File: config.mk
export PLATFORM = sky130hd
export DESIGN_NAME = fifo_rr_scheduler
export DESIGN_NICKNAME = d
export VERILOG_FILES = /design/src/rtl/fifo_rr_scheduler.sv
export SDC_FILE = /design/constraint.sdc
export NUM_CORES = 1
export LEC_CHECK = 0
export CORE_AREA = 2 2 67 69
export DETAILED_ROUTE_END_ITERATION = 16
export DIE_AREA = 0 0 69 71
export GPL_ROUTABILITY_DRIVEN = 0
export PLACE_DENSITY = 0.75
export SETUP_SLACK_MARGIN = 0.05
export SYNTH_ARGS = -nofsm -noshare
export SYNTH_HDL_FRONTEND = slang
export SYNTH_SLANG_ARGS = --single-unit
File: constraint.sdc
create_clock -name clk -period 1.4 [get_ports clk]
set_clock_uncertainty 0.1 [all_clocks]
set_input_delay 0.14 -clock clk [delete_from_list [all_inputs] [get_ports clk]]
set_output_delay 0.14 -clock clk [all_outputs]
set_load 0.01 [all_outputs]
File: src/rtl/fifo_rr_scheduler.sv
// Round-robin drain controller for a bank of NUM_Q source FIFOs feeding one destination FIFO.
// Define FIFO_SCHED_STRICT_PRIO_EN for fixed priority (lowest non-empty index wins).
module fifo_rr_scheduler #(
    parameter int DATA_SIZE = 12,
    parameter int NUM_Q     = 4,
    parameter int TH_SIZE   = 3
) (
    input  logic                       clk,
    input  logic                       reset,
    input  logic                       init,
    input  logic [TH_SIZE-1:0]         th_full_cfg,
    input  logic [TH_SIZE-1:0]         th_empty_cfg,
    input  logic [NUM_Q-1:0]           fifo_empty,
    input  logic [NUM_Q-1:0]           fifo_error,
    input  logic [NUM_Q*DATA_SIZE-1:0] fifo_data_out,
    input  logic                       dest_pause,
    output logic [NUM_Q-1:0]           pop,
    output logic                       push,
    output logic [DATA_SIZE-1:0]       data_out,
    output logic [TH_SIZE-1:0]         th_almost_full,
    output logic [TH_SIZE-1:0]         th_almost_empty,
    output logic [2:0]                 state,
    output logic                       idle,
    output logic                       error_out
);
    localparam int QW = (NUM_Q > 1) ? $clog2(NUM_Q) : 1;

    typedef enum logic [2:0] {
        S_RESET  = 3'd0,
        S_INIT   = 3'd1,
        S_IDLE   = 3'd2,
        S_ACTIVE = 3'd3,
        S_ERROR  = 3'd4
    } state_t;

    state_t               state_q, state_d;
    logic [QW-1:0]        grant;
    logic                 have_grant;
    logic                 pop_en;
    logic                 any_err;
    logic                 all_empty;
    logic                 push_q;
    logic [QW-1:0]        gidx_q;
    logic [TH_SIZE-1:0]   th_full_q, th_empty_q;
    logic                 idle_q, error_q;
    logic [DATA_SIZE-1:0] word [NUM_Q];

    assign any_err   = |fifo_error;
    assign all_empty = &fifo_empty;

`ifdef FIFO_SCHED_STRICT_PRIO_EN
    always_comb begin
        grant      = '0;
        have_grant = 1'b0;
        for (int i = NUM_Q - 1; i >= 0; i--) begin
            if (!fifo_empty[i]) begin
                have_grant = 1'b1;
                grant      = QW'(i);
            end
        end
    end
`else
    logic [QW-1:0] last_q;
    logic [QW-1:0] cand;
    int            rr_idx;

    // Search starts just past the last served queue so every non-empty queue waits at most K-1 grants.
    always_comb begin
        grant      = '0;
        have_grant = 1'b0;
        rr_idx     = 0;
        cand       = '0;
        for (int k = 1; k <= NUM_Q; k++) begin
            rr_idx = int'(last_q) + k;
            if (rr_idx >= NUM_Q) rr_idx = rr_idx - NUM_Q;
            cand = QW'(rr_idx);
            if (!have_grant && !fifo_empty[cand]) begin
                have_grant = 1'b1;
                grant      = cand;
            end
        end
    end
`endif

    assign pop_en = (state_q == S_ACTIVE) && have_grant && !dest_pause && !any_err;
    assign pop    = pop_en ? (NUM_Q'(1) << grant) : '0;

    always_comb begin
        state_d = state_q;
        case (state_q)
            S_RESET:  state_d = S_INIT;
            S_INIT:   if (any_err) state_d = S_ERROR;
                      else if (!init) state_d = S_IDLE;
            S_IDLE:   if (any_err) state_d = S_ERROR;
                      else if (!all_empty && !dest_pause) state_d = S_ACTIVE;
            S_ACTIVE: if (any_err) state_d = S_ERROR;
                      else if (all_empty) state_d = S_IDLE;
            S_ERROR:  state_d = S_ERROR;
            default:  state_d = S_RESET;
        endcase
    end

    always_ff @(posedge clk or posedge reset) begin
        if (reset) begin
            state_q    <= S_RESET;
            push_q     <= 1'b0;
            th_full_q  <= '0;
            th_empty_q <= '0;
            idle_q     <= 1'b0;
            error_q    <= 1'b0;
`ifndef FIFO_SCHED_STRICT_PRIO_EN
            last_q     <= QW'(NUM_Q - 1);
`endif
        end else begin
            state_q <= state_d;
            push_q  <= |pop;
            idle_q  <= (state_d == S_IDLE);
            error_q <= error_q | (state_d == S_ERROR);
            if (state_q == S_INIT) begin
                th_full_q  <= th_full_cfg;
                th_empty_q <= th_empty_cfg;
            end
`ifndef FIFO_SCHED_STRICT_PRIO_EN
            if (|pop) last_q <= grant;
`endif
        end
    end

    // Pure data path: the index only matters while push_q marks it valid.
    always_ff @(posedge clk) begin
        if (|pop) gidx_q <= grant;
    end

    always_comb begin
        for (int i = 0; i < NUM_Q; i++) word[i] = fifo_data_out[i*DATA_SIZE +: DATA_SIZE];
    end

    // Source FIFOs register their output on the pop edge, so the word lines up with push_q.
    assign data_out        = push_q ? word[gidx_q] : '0;
    assign push            = push_q;
    assign th_almost_full  = th_full_q;
    assign th_almost_empty = th_empty_q;
    assign state           = state_q;
    assign idle            = idle_q;
    assign error_out       = error_q;

endmodule

==> results.md <==
* Largest net degree at the start of global routing at 15
* Mapped cell area at 0.00113 mm²
* Setup crit end: pop[1]
* Vias in the first global route at 1,441
* Commonest non-fill, non-tap cell in the layout: clkdlybuf4s50_1
* EDFF count, synth at 2
* Ys async rst share at 0.875
* Worst-path maximum fanout at 4
* Power Density at 855 mW/mm²
* Final non-filler cell area at 0.00268 mm²
* Final count of hold timing violations at 0
* CTS Hold Buffers Added at 0
* Worst Setup End Kind: output pin
* RR Startpoint: last_q[1]
* #FFs+latches synth at 16
* Row count at 24
* # diodes at 0
* RSZ-0062 raised after global routing: yes
* Htree depth at 1
* Core box area at approximately 0.0042 mm²
* Minimum clock period at around 2100 ps
* Mux cell area share after synthesis at 0.328
* Outcome: finished, violations left
* Fillcell total at 318
* Total track usage at 0.183
* Yosys cell types at 31
* Critical path class: register to output pin
* CP Data Required Time at roughly 1200 ps
* CTS root buffer: clkbuf_8
* CTS Buffer Depth at 2
* Max cap viols at 0
* Synth Instances at 89
* Area of placed instances at 0.00231 mm²
* CP Cell Sequence: mux2_4 -> o22ai_2 -> a21o_1 -> buf_6 -> buf_6 -> nor3b_2 -> buf_2
* Critical path arrival at 1860 ps
* CP max stage delay at 570 ps
* Slew @ Worst Pin at around 550 ps
* Area of the die at 0.00490 mm²
* Post-Synth Adder-Cell Area at 0
* Synth Area in XOR/XNOR at 0
* GRT overflow at 0
* CP Launch Type: register
* I/O Pins at 94
* Setup slack, reg-to-reg at -540 ps
* DRC Markers at 0
* DRT antenna net count at 0
* Synth Flop Type: dfrtp_1
* Clock Pin Slew Worst Setup and Hold Paths at 60 ps
* Synthesized area per cell at 12.7 µm²
* Layout cells sized above 1 at 0.498
* Final HPWL DP at around 3300 µm
* DR vias at 1,287
* Worst R2R Path Depth at 9
* Sink Count at 16
* Initial core utilization at 0.269
* Setup WS post-layout at -701 ps
* Relative slew slack at 0.636
* Post-synthesis simple-gate area fraction at 0.208
* Synth Area in Compound Gates at 0.0718
* Register area share after synthesis at 0.365
* First-pass GRT wire length at between 7000 and 8000 µm
* Die H at 71 µm
* Net count, final at 286
* Final Slew Violations at 0
* Syn Nets at approximately 160
* Via density at 4.75
* Antenna violations before repair at 0
* Largest family of logic cells by synthesized area: multiplexers
* CTS buffer count at 3
* Final setup vio count at 28
* Post-Route WL at between 4000 and 5000 µm
* Most used cell, CP: buf_6
* FF-to-FF End: last_q[0]
* Die Span X at 69 µm
* IO buf count at 93
* CTS tree: built
* Slowest CP cell: dfstp_2
* Clk Latency, worst-skew pair at 240 ps
* Worst vdd ir at 0.519 mV
* HP Class: input port to asynchronous set/reset pin
* Fmax at 0.476 GHz
* Most frequent cells in the layout: clkdlybuf4s50_1 (57), buf_6 (30), dlygate4sd2_1 (18), buf_4 (15)
* Routed WL per cell at 16.6 µm
* Leak pwr at 0.00117 µW
* Drt first-iter violations at 14
* Drt first pass iters at 4
* Setup_tns at -10,600 ps
* Final period utilization at 1.50
* Critical Path Start: last_q[1]
* Violated checks: negative setup slack
* Synthesis warning total at 0
* Layout area overhead at 136%
==> worst min-delay path by stage <==
stage	from	endpoint	depth (start not counted)
floorplan	reset	error_out	1
global placement	error_out	error_out	1
detailed placement	error_out	error_out	1
CTS	reset	state[0]	2
global route	reset	state[1]	2
finish	reset	state[0]	2
==> per-layer routing <==
metal / vias up / GRT usage / wire length, µm / part of all wire
met1: 616 / 0.193 / 1570 / 0.35
met3: 6 / 0.0527 / 391 / 0.087
li1: 598 / - / - / -
met4: 0 / 0.0501 / 93 / 0.021
met2: 67 / 0.354 / 2430 / 0.54
met5: - / 0 / 0 / 0
==> cells by family (layout without fill, tap and decap cells) <==
family | count (synthesis) | after routing
AOI/OAI and AO/OA | 10 | 10
buffers and inverters | 7 | 137
DFF | 16 | 16
muxes | 21 | 21
and+or+nand+nor | 35 | 35
==> state kept, by name (all words and copies together) (netlist names) <==
register         cells
error_out            1
gidx_q               2
idle                 1
last_q               2
push                 1
state                3
th_almost_empty      3
th_almost_full       3
==> critical path, delay by kind of cell (launching register included) <==
kind                   cells  cell delay, ps
muxes                      1             310
AOI/OAI and AO/OA          2             250
and+or+nand+nor            1             150
buffers and inverters      3             340
DFF                        1             570
==> power by group <==
group | total, µW | leakage [µW] | switching, µW | internal [µW]
combinational | 1220 | 0.000960 | 429 | 787
sequential | 674 | 0.000184 | 79.6 | 594
clock | 397 | 0.0000288 | 148 | 249
total | 2290 | 0.00117 | 656 | 1630
==> what timing repair did <==
action | CTS | global route
buffers inserted | 15 | 13
resized for setup | 118 | 16
gates cloned | 1 | 0
endpoints found under the setup margin | 44 | 32
pin swaps | 13 | 13
endpoints found under the hold margin | 0 | 0
==> layout make-up <==
| type | instances | area [µm²] | share of cell area |
|---|---|---|---|
| Inverter | 3 | 11.3 | 0.00421 |
| Tap cell | 52 | 65.1 | 0.0243 |
| Sequential cell | 16 | 413 | 0.154 |
| Multi-Input combinational cell | 66 | 802 | 0.300 |
| Clock buffer | 4 | 55.1 | 0.0206 |
| Timing Repair Buffer | 130 | 1330 | 0.497 |
==> synthesized netlist by cell type, types with 2 or more instances <==
cell,instances,share of area
mux2_2,9,0.090
a21o_1,3,0.020
nor3_1,4,0.018
mux4_2,12,0.24
dfrtp_1,12,0.27
nand4_1,2,0.011
nor2b_1,2,0.011
nor2_1,5,0.017
dfstp_2,2,0.046
o21ai_0,3,0.013
and2_1,13,0.072
inv_1,2,0.0066
edfxtp_1,2,0.053
==> through the flow <==
step	power, µW	setup WS, ps	util	hold WS (ps)	instances
finish	2290	-701	0.636	147	271
global route	2410	-769	0.636	229	271
CTS	2130	-707	0.607	163	262
detailed placement	1760	-870	0.550	364	244
global placement	1730	-786	0.550	366	244
floorplan	1180	-210	-	-72.2	89
Note: power is estimated with default switching activity, not from simulation.
